$ cat config.mk
export PLATFORM = sky130hd
export DESIGN_NAME = memory_access
export DESIGN_NICKNAME = d
export VERILOG_FILES = /design/src/rtl/memory_access.sv
export SDC_FILE = /design/constraint.sdc
export NUM_CORES = 1
export LEC_CHECK = 0
export ABC_AREA = 1
export CORE_AREA = 2 2 368 370
export DETAILED_ROUTE_END_ITERATION = 16
export DIE_AREA = 0 0 370 372
export SLEW_MARGIN = 25
export SYNTH_ARGS = -nofsm -noshare
export SYNTH_HDL_FRONTEND = slang
export SYNTH_SLANG_ARGS = --single-unit
$ cat constraint.sdc
create_clock -name clk -period 7.41 [get_ports clk]
set_input_delay 2.223 -clock clk [delete_from_list [all_inputs] [get_ports clk]]
set_output_delay 2.223 -clock clk [all_outputs]
set_load 0.03 [all_outputs]
$ cat src/rtl/memory_access.sv
// MEM stage of the RV64 pipeline: data-bus handshake for loads/stores, byte-lane
// steering with load extension, MEM->EX forwarding and the stage-ready (ok) bit.
package memory_access_pkg;

  typedef enum logic [3:0] {
    OP_NOP, OP_ALU, OP_CSR, OP_JUMP,
    OP_LB, OP_LH, OP_LW, OP_LD, OP_LBU, OP_LHU, OP_LWU,
    OP_SB, OP_SH, OP_SW, OP_SD
  } op_t;

  localparam logic [2:0] MSIZE1 = 3'd0;
  localparam logic [2:0] MSIZE2 = 3'd1;
  localparam logic [2:0] MSIZE4 = 3'd2;
  localparam logic [2:0] MSIZE8 = 3'd3;

  typedef struct packed {
    logic        csr_write;
    logic [11:0] csr_addr;
    logic [63:0] csr_data;
  } csr_t;

  typedef struct packed {
    op_t         op;
    logic [31:0] inst;
    logic [63:0] inst_pc;
    logic        valid;
    logic [63:0] alu_result;
    logic [63:0] write_mem_data;
    csr_t        csr;
    logic        jump;
    logic [63:0] inst_counter;
  } ex_mem_t;

  typedef struct packed {
    logic [31:0] inst;
    logic [63:0] inst_pc;
    logic        valid;
    op_t         op;
    logic [63:0] result;
    csr_t        csr;
    logic [63:0] inst_counter;
  } mem_wb_t;

  typedef struct packed {
    logic        reg_write_enable;
    logic [4:0]  reg_dest_addr;
    logic [63:0] reg_write_data;
  } reg_writer_t;

endpackage

module memory_access
  import memory_access_pkg::*;
#(
  parameter int unsigned XLEN     = 64,
  parameter int unsigned ADDR_LSB = 3
) (
  input  logic              clk,
  input  logic              reset,
  input  ex_mem_t           ex_mem_state,
  input  logic              step,
  output mem_wb_t           mem_wb_state,
  output reg_writer_t       forward,
  output logic              ok,
  output logic              dreq_valid,
  output logic [XLEN-1:0]   dreq_addr,
  output logic [2:0]        dreq_size,
  output logic [XLEN/8-1:0] dreq_strobe,
  output logic [XLEN-1:0]   dreq_data,
  input  logic              dresp_addr_ok,
  input  logic              dresp_data_ok,
  input  logic [XLEN-1:0]   dresp_data
);

  localparam int unsigned STRB_W = XLEN / 8;

  typedef enum logic [1:0] {IDLE, REQ, DONE} state_t;

  state_t              state;
  logic [XLEN-1:0]     data_q;
  logic [ADDR_LSB-1:0] k;
  logic [4:0]          rd;
  logic                is_load, is_store, misaligned, start, resp_now, load_done;
  logic [2:0]          size;
  logic [STRB_W-1:0]   mask;
  logic [XLEN-1:0]     load_raw, load_ext, result;
  logic                unused_bits;

  assign k           = ex_mem_state.alu_result[ADDR_LSB-1:0];
  assign rd          = ex_mem_state.inst[11:7];
  assign unused_bits = ^{dresp_addr_ok, ex_mem_state.jump};

  always_comb begin
    is_load    = 1'b0;
    is_store   = 1'b0;
    misaligned = 1'b0;
    size       = MSIZE1;
    mask       = '0;
    case (ex_mem_state.op)
      OP_LB, OP_LBU, OP_SB: begin
        size = MSIZE1;
        mask = STRB_W'(8'h01);
      end
      OP_LH, OP_LHU, OP_SH: begin
        size       = MSIZE2;
        mask       = STRB_W'(8'h03);
        misaligned = k[0];
      end
      OP_LW, OP_LWU, OP_SW: begin
        size       = MSIZE4;
        mask       = STRB_W'(8'h0F);
        misaligned = (k[1:0] != 2'b00);
      end
      OP_LD, OP_SD: begin
        size       = MSIZE8;
        mask       = '1;
        misaligned = (k != '0);
      end
      default: ;
    endcase
    case (ex_mem_state.op)
      OP_LB, OP_LH, OP_LW, OP_LD, OP_LBU, OP_LHU, OP_LWU: is_load  = 1'b1;
      OP_SB, OP_SH, OP_SW, OP_SD:                         is_store = 1'b1;
      default: ;
    endcase
  end

  assign start    = (state == IDLE) && ex_mem_state.valid && (is_load || is_store) && !misaligned;
  assign resp_now = (state == REQ) && dresp_data_ok;

  assign dreq_addr   = ex_mem_state.alu_result;
  assign dreq_size   = size;
  assign dreq_strobe = (dreq_valid && is_store) ? (mask << k) : '0;
  assign dreq_data   = ex_mem_state.write_mem_data << {k, 3'b000};

  // Response data is used directly on the data_ok cycle so ok/forward need no extra cycle.
  always_comb begin
    load_raw = (resp_now ? dresp_data : data_q) >> {k, 3'b000};
    case (ex_mem_state.op)
      OP_LB:   load_ext = {{(XLEN-8){load_raw[7]}},   load_raw[7:0]};
      OP_LH:   load_ext = {{(XLEN-16){load_raw[15]}}, load_raw[15:0]};
      OP_LW:   load_ext = {{(XLEN-32){load_raw[31]}}, load_raw[31:0]};
      OP_LBU:  load_ext = {{(XLEN-8){1'b0}},          load_raw[7:0]};
      OP_LHU:  load_ext = {{(XLEN-16){1'b0}},         load_raw[15:0]};
      OP_LWU:  load_ext = {{(XLEN-32){1'b0}},         load_raw[31:0]};
      default: load_ext = load_raw;
    endcase
  end

  assign load_done = is_load && (resp_now || (state == DONE));
  assign result    = load_done ? load_ext : ex_mem_state.alu_result;
  assign ok        = !reset && ((state == DONE) || resp_now || ((state == IDLE) && !start));

  always_comb begin
    forward.reg_write_enable = !reset && ex_mem_state.valid && (rd != '0) &&
                               ((ex_mem_state.op == OP_ALU) || (ex_mem_state.op == OP_CSR) || load_done);
    forward.reg_dest_addr    = rd;
    forward.reg_write_data   = result;
  end

  always_comb begin
    mem_wb_state.inst         = ex_mem_state.inst;
    mem_wb_state.inst_pc      = ex_mem_state.inst_pc;
    mem_wb_state.valid        = ex_mem_state.valid;
    mem_wb_state.op           = ex_mem_state.op;
    mem_wb_state.result       = result;
    mem_wb_state.csr          = ex_mem_state.csr;
    mem_wb_state.inst_counter = ex_mem_state.inst_counter;
  end

  always_ff @(posedge clk) begin
    if (reset) begin
      state      <= IDLE;
      dreq_valid <= 1'b0;
      data_q     <= '0;
    end else begin
      case (state)
        IDLE: if (start) begin
          state      <= REQ;
          dreq_valid <= 1'b1;
        end
        REQ: if (dresp_data_ok) begin
          data_q     <= dresp_data;
          dreq_valid <= 1'b0;
          // A step on the data_ok edge already retires this access, so skip DONE.
          state      <= step ? IDLE : DONE;
        end
        DONE: if (step) state <= IDLE;
        default: state <= IDLE;
      endcase
    end
  end

endmodule
# --- Word-level counts from Yosys, hierarchy flattened ---
# Index checks and enable logic that the tools add are counted.
totals:
  output_inout_bits: 517
  inputBits: 440
  word_cells: 74
  reg_bits: 67
classes:
  reduce_logical: 33
  muxes: 17
  shift: 3
  n_eq_ne: 18
ops:
  columns: ["cell", "n"]
  rows:
  - ["case mux 64 bit (6 select lines)", 1]
  - ["two-way mux 64 bit", 2]
  - ["<< shifter 64 x 6 -> 64 bit", 1]
  - [">> shifter 64 x 6 -> 64 bit", 1]
  - ["case mux 8 bit (4 select lines)", 1]
  - ["equality test 4 bit (second input constant)", 7]
  - ["equality test 4 x 3 -> 1 bit (second input constant)", 4]
  - ["case mux 2 bit (3 select lines)", 2]
  - ["logical AND 1 bit", 11]
  - ["OR reduction 3 bit", 3]
  - ["two-way mux 2 bit", 4]
  - ["two-way mux 8 bit", 1]
  - ["<< shifter 8 x 3 -> 8 bit", 1]
  - ["OR reduction 7 bit", 1]
  - ["!= test 2 bit (second input constant)", 3]
  - ["AND reduction 3 bit", 2]
  - ["logical OR 1 bit", 5]
  - ["nonzero test 5 bit", 1]
  - ["equality test 4 x 1 -> 1 bit (second input constant)", 1]
  - ["equality test 4 x 2 -> 1 bit (second input constant)", 1]
  - ["two-way mux 1 bit", 4]
  - ["nonzero test 2 bit", 2]
  - ["OR reduction 4 bit", 1]
  - ["logical NOT 1 bit", 3]
  - ["8 further kinds", 8]

# --- Depth between registers and ports, before layout ---
logic_depth:
  word_depth: 10
  depth_mapped: 17
  mapped_depth_nobuf: 15

# --- Worst setup path after synthesis ---
# Ideal clock, no wire load.
synth_path:
  path_kind: "input to output"
  startpoint: "input port dresp_data_ok"
  endpoint: "output port forward[69] in the netlist's numbering"
  path_slack_ps: 745
  t_arrival_ps: 4442
  n_path_buf: 3
  path_stages: 7
  required_time_ps: 5187
  cell_sequence: "buf_4 -> nand3_2 -> buf_6 -> buf_6 -> nand2_2 -> nand2_2 -> a2111oi_0"
synth_rtl:
  columns: ["element", "line", "rtl"]
  rows:
  - ["start, declared", "71", "input logic dresp_data_ok,"]
  - ["end, declared", "63", "output reg_writer_t forward,"]

==> impl_metrics.tcl <==
set metrics [dict create \
    drv_slew 0 \
    fmax_mhz 138.4 \
    grt_antenna_before_repair 22 \
    cts_tree "yes" \
    slowest_delay_ns 0.53 \
    viasPerCell 3.305 \
    synth_seq_cells 67 \
    cp_data_required_time_ns 5.19 \
    power.leakage_nw 6.573 \
    overflow 0 \
    period_needed_ns 7.226 \
    worst_setup_path_start_kind "input port" \
    ys_warn_count 0 \
    fin_area_um2 15660 \
    coreArea_um2 134300 \
    drv_cap 0 \
    syn_inst 1800 \
    cts_buffers 9 \
    post-place-cells 3675 \
    gp_congestion 0.8977 \
    setup_tns_ns 0 \
    drive_above_1_share_pct 15.92 \
    rsz0062_at_grt "yes" \
    fin_nets 2345 \
    routedWlPerCell_um 23.40 \
    outcome "finished clean" \
    yosys.area.top_type "buf_4" \
    fin_total_pwr_mw 2.000 \
    placed_area_um2 15320 \
    path_class "input port to output pin" \
    cpMostUsedCell "nand2_1" \
    hpwl_mm 76.65 \
    synth_nets 2240 \
    firstDrtPassIters 5 \
    finalCritPeriodShare_pct 97.51 \
    finalHoldViolCount 0 \
    die_area_um2 137600 \
    synth_edf_count 0 \
    path_cells "clkdlybuf4s50_1 > nand3_4 > buf_4 > nand2_1 > nand3_1 > nand2_1 > nand2_1 > nand2_1 > nand2_1 > nand2_1 > nand2_2 > buf_4 > buf_4 > nor2_1 > buf_4 > nor2_1 > buf_4 > buf_12" \
    cts_setup_buffers 0 \
    arrival_ns 5.00 \
    timing.max_slew.rel_slack_pct 42.50 \
    postRouteAntennaNets 0 \
    clock_sinks 67 \
    ys_seq_area_share_pct 13.03 \
    ys_types 41 \
    grt_pass1_wl_mm 109.1 \
    synth_area_um2 10290 \
    whs_ns 0.4723 \
    synth_top_area_share_pct 28.09 \
    end_kind "output pin" \
    grt_max_degree 90 \
    syn_area_per_cell_um2 5.717 \
    portBuffers 489 \
    path_max_fanout 11 \
    synthTopCellsByArea "buf_4 (28%), nand2_1 (16%), dfxtp_1 (13%)" \
    hold_path.class "flop to flop" \
    clock_skew_ns 0.006712 \
    crit_path_top_delay_cell "clkdlybuf4s50_1" \
    vdd_drop_max_uv 102.4 \
    grt.total_usage_pct 11.92 \
    die_width_um 370 \
    initial_core_util_pct 7.664 \
    finish.cell_count_without_fillers 3697 \
    clkTransAtPathRegs_ns 0.07 \
    area_growth_pct 52.21 \
    clk_latency_ns 0.36 \
    ioPinCount 957 \
    cts.path.max_buffers 2 \
    num_rows 135 \
    setup_viol 0 \
    async_flop_share_pct 0 \
    synth_ff_type "dfxtp_1" \
    fp.dieH_um 372 \
    htreeDepth 3 \
    first_iter_violations 907 \
    grt_pass1_vias 11800 \
    power_per_cell_area_nw_per_um2 127.7 \
    cts-root-buf "clkbuf_16" \
    worstMarginPinSlew_ns 0.8624 \
    drt_wl_total_mm 86.51 \
    routed-via-count 12220 \
    detail_route.drc_violations 0 \
]
what timing repair did:
item | 4_1_cts | 5_1_grt
hold buffers | 0 | 0
resized for setup | 0 | 6
endpoints found under the setup margin | 0 | 12
registers in the layout, indices dropped and copies added (netlist names):
signal / cells
data_q: 64
dreq_valid: 1
state: 2
cell usage after synthesis, types with 2 or more instances:
master / instances
nor2_1: 237
inv_1: 129
buf_2: 33
clkinv_1: 2
clkbuf_1: 42
dfxtp_1: 67
buf_1: 9
o21ai_0: 89
nand2_1: 451
o22ai_1: 2
nand3_1: 111
a2bb2oi_1: 2
a22oi_1: 17
nand2_2: 3
a221oi_1: 9
buf_4: 385
nor3_1: 4
mux2i_1: 17
nand4_1: 5
nand3_4: 2
or2_2: 17
nand3_2: 2
nor2_2: 3
a32oi_1: 3
o21ai_1: 38
buf_6: 8
or2_1: 6
o221ai_1: 3
inv_2: 6
o211ai_1: 20
o21ai_2: 4
a21oi_1: 65
cells by family (layout without fill, tap and decap cells):
| group | count (synthesis) | after routing | share of synthesized area (%) |
|---|---|---|---|
| and+or+nand+nor | 843 | 843 | 33.42 |
| other | 1 | 7 | 0.03644 |
| muxes | 17 | 17 | 1.653 |
| DFF | 67 | 67 | 13.03 |
| AOI/OAI and AO/OA | 258 | 258 | 14.43 |
| buffers and inverters | 614 | 724 | 37.42 |
critical path: cells and delay by family:
family / cells / cell delay [ns]
buf+inv: 7 / 1.58
simple gates: 11 / 1.21
cell usage in the layout (no fill, tap or decap), types with 2 or more instances in the layout:
cell	n
dfxtp_1	67
o211ai_1	20
nor2_4	3
a221oi_1	9
o221ai_1	3
a32oi_1	3
a2bb2oi_1	2
inv_6	3
clkdlybuf4s50_1	328
nor2_1	232
clkinv_2	2
o22ai_1	2
inv_2	7
buf_12	80
dlymetal6s2s_1	2
o21ai_2	5
nor3_1	4
inv_1	128
nand3_4	3
clkbuf_16	9
a21oi_1	65
nor2_2	5
nand3_1	111
o21ai_0	89
a22oi_1	17
diode_2	6
buf_4	160
mux2i_1	17
nand4_1	5
o21ai_1	37
nand2_2	3
or2_1	6
clkinvlp_4	2
nand2_1	451
or2_2	17
area by class of cell:
| cell class | count | area (µm²) |
|---|---|---|
| repair buffers | 571 | 6116 |
| clock buffers | 9 | 225.2 |
| diodes | 6 | 15.01 |
| fillers | 15660 | 118600 |
| inverters | 137 | 516.7 |
| clock inverters | 7 | 82.58 |
| multi-input cells | 1119 | 5139 |
| well taps | 1781 | 2228 |
| flip-flops and latches | 67 | 1341 |
where the power goes:
| part | switching [mW] | internal [mW] |
|---|---|---|
| combinational | 0.687 | 0.453 |
| sequential | 0.00626 | 0.378 |
| clock | 0.210 | 0.267 |
| total | 0.903 | 1.10 |
metal layers:
metal  routed length (µm)  up-vias  part of all wire (%)  GRT usage, %
li1                     -     5530                     -             -
met1                31660     5631                    37         12.87
met2                38560      908                    45         18.75
met3                14040      124                    16         8.347
met4                 1995       24                   2.3         2.892
met5                  252        -                  0.29        0.9091
metrics by stage:
stage,setup WS [ns],utilization (%)
finish,0.1844,11.66
global route,-0.01670,11.65
CTS,0.04385,11.64
detailed placement,0.06081,11.41
global placement,0.1107,11.41
floorplan,0.7448,-
final timing paths:
check,start,to,slack [ns],depth (start not counted)
worst max-delay path,dresp_data_ok,forward[25],0.18,18
worst min register to register,data_q[30],data_q[30],0.47,2
worst min-delay path,data_q[30],data_q[30],0.47,2
worst max register to register,state[0],data_q[3],5.65,5
(Power assumes the default switching activity.)
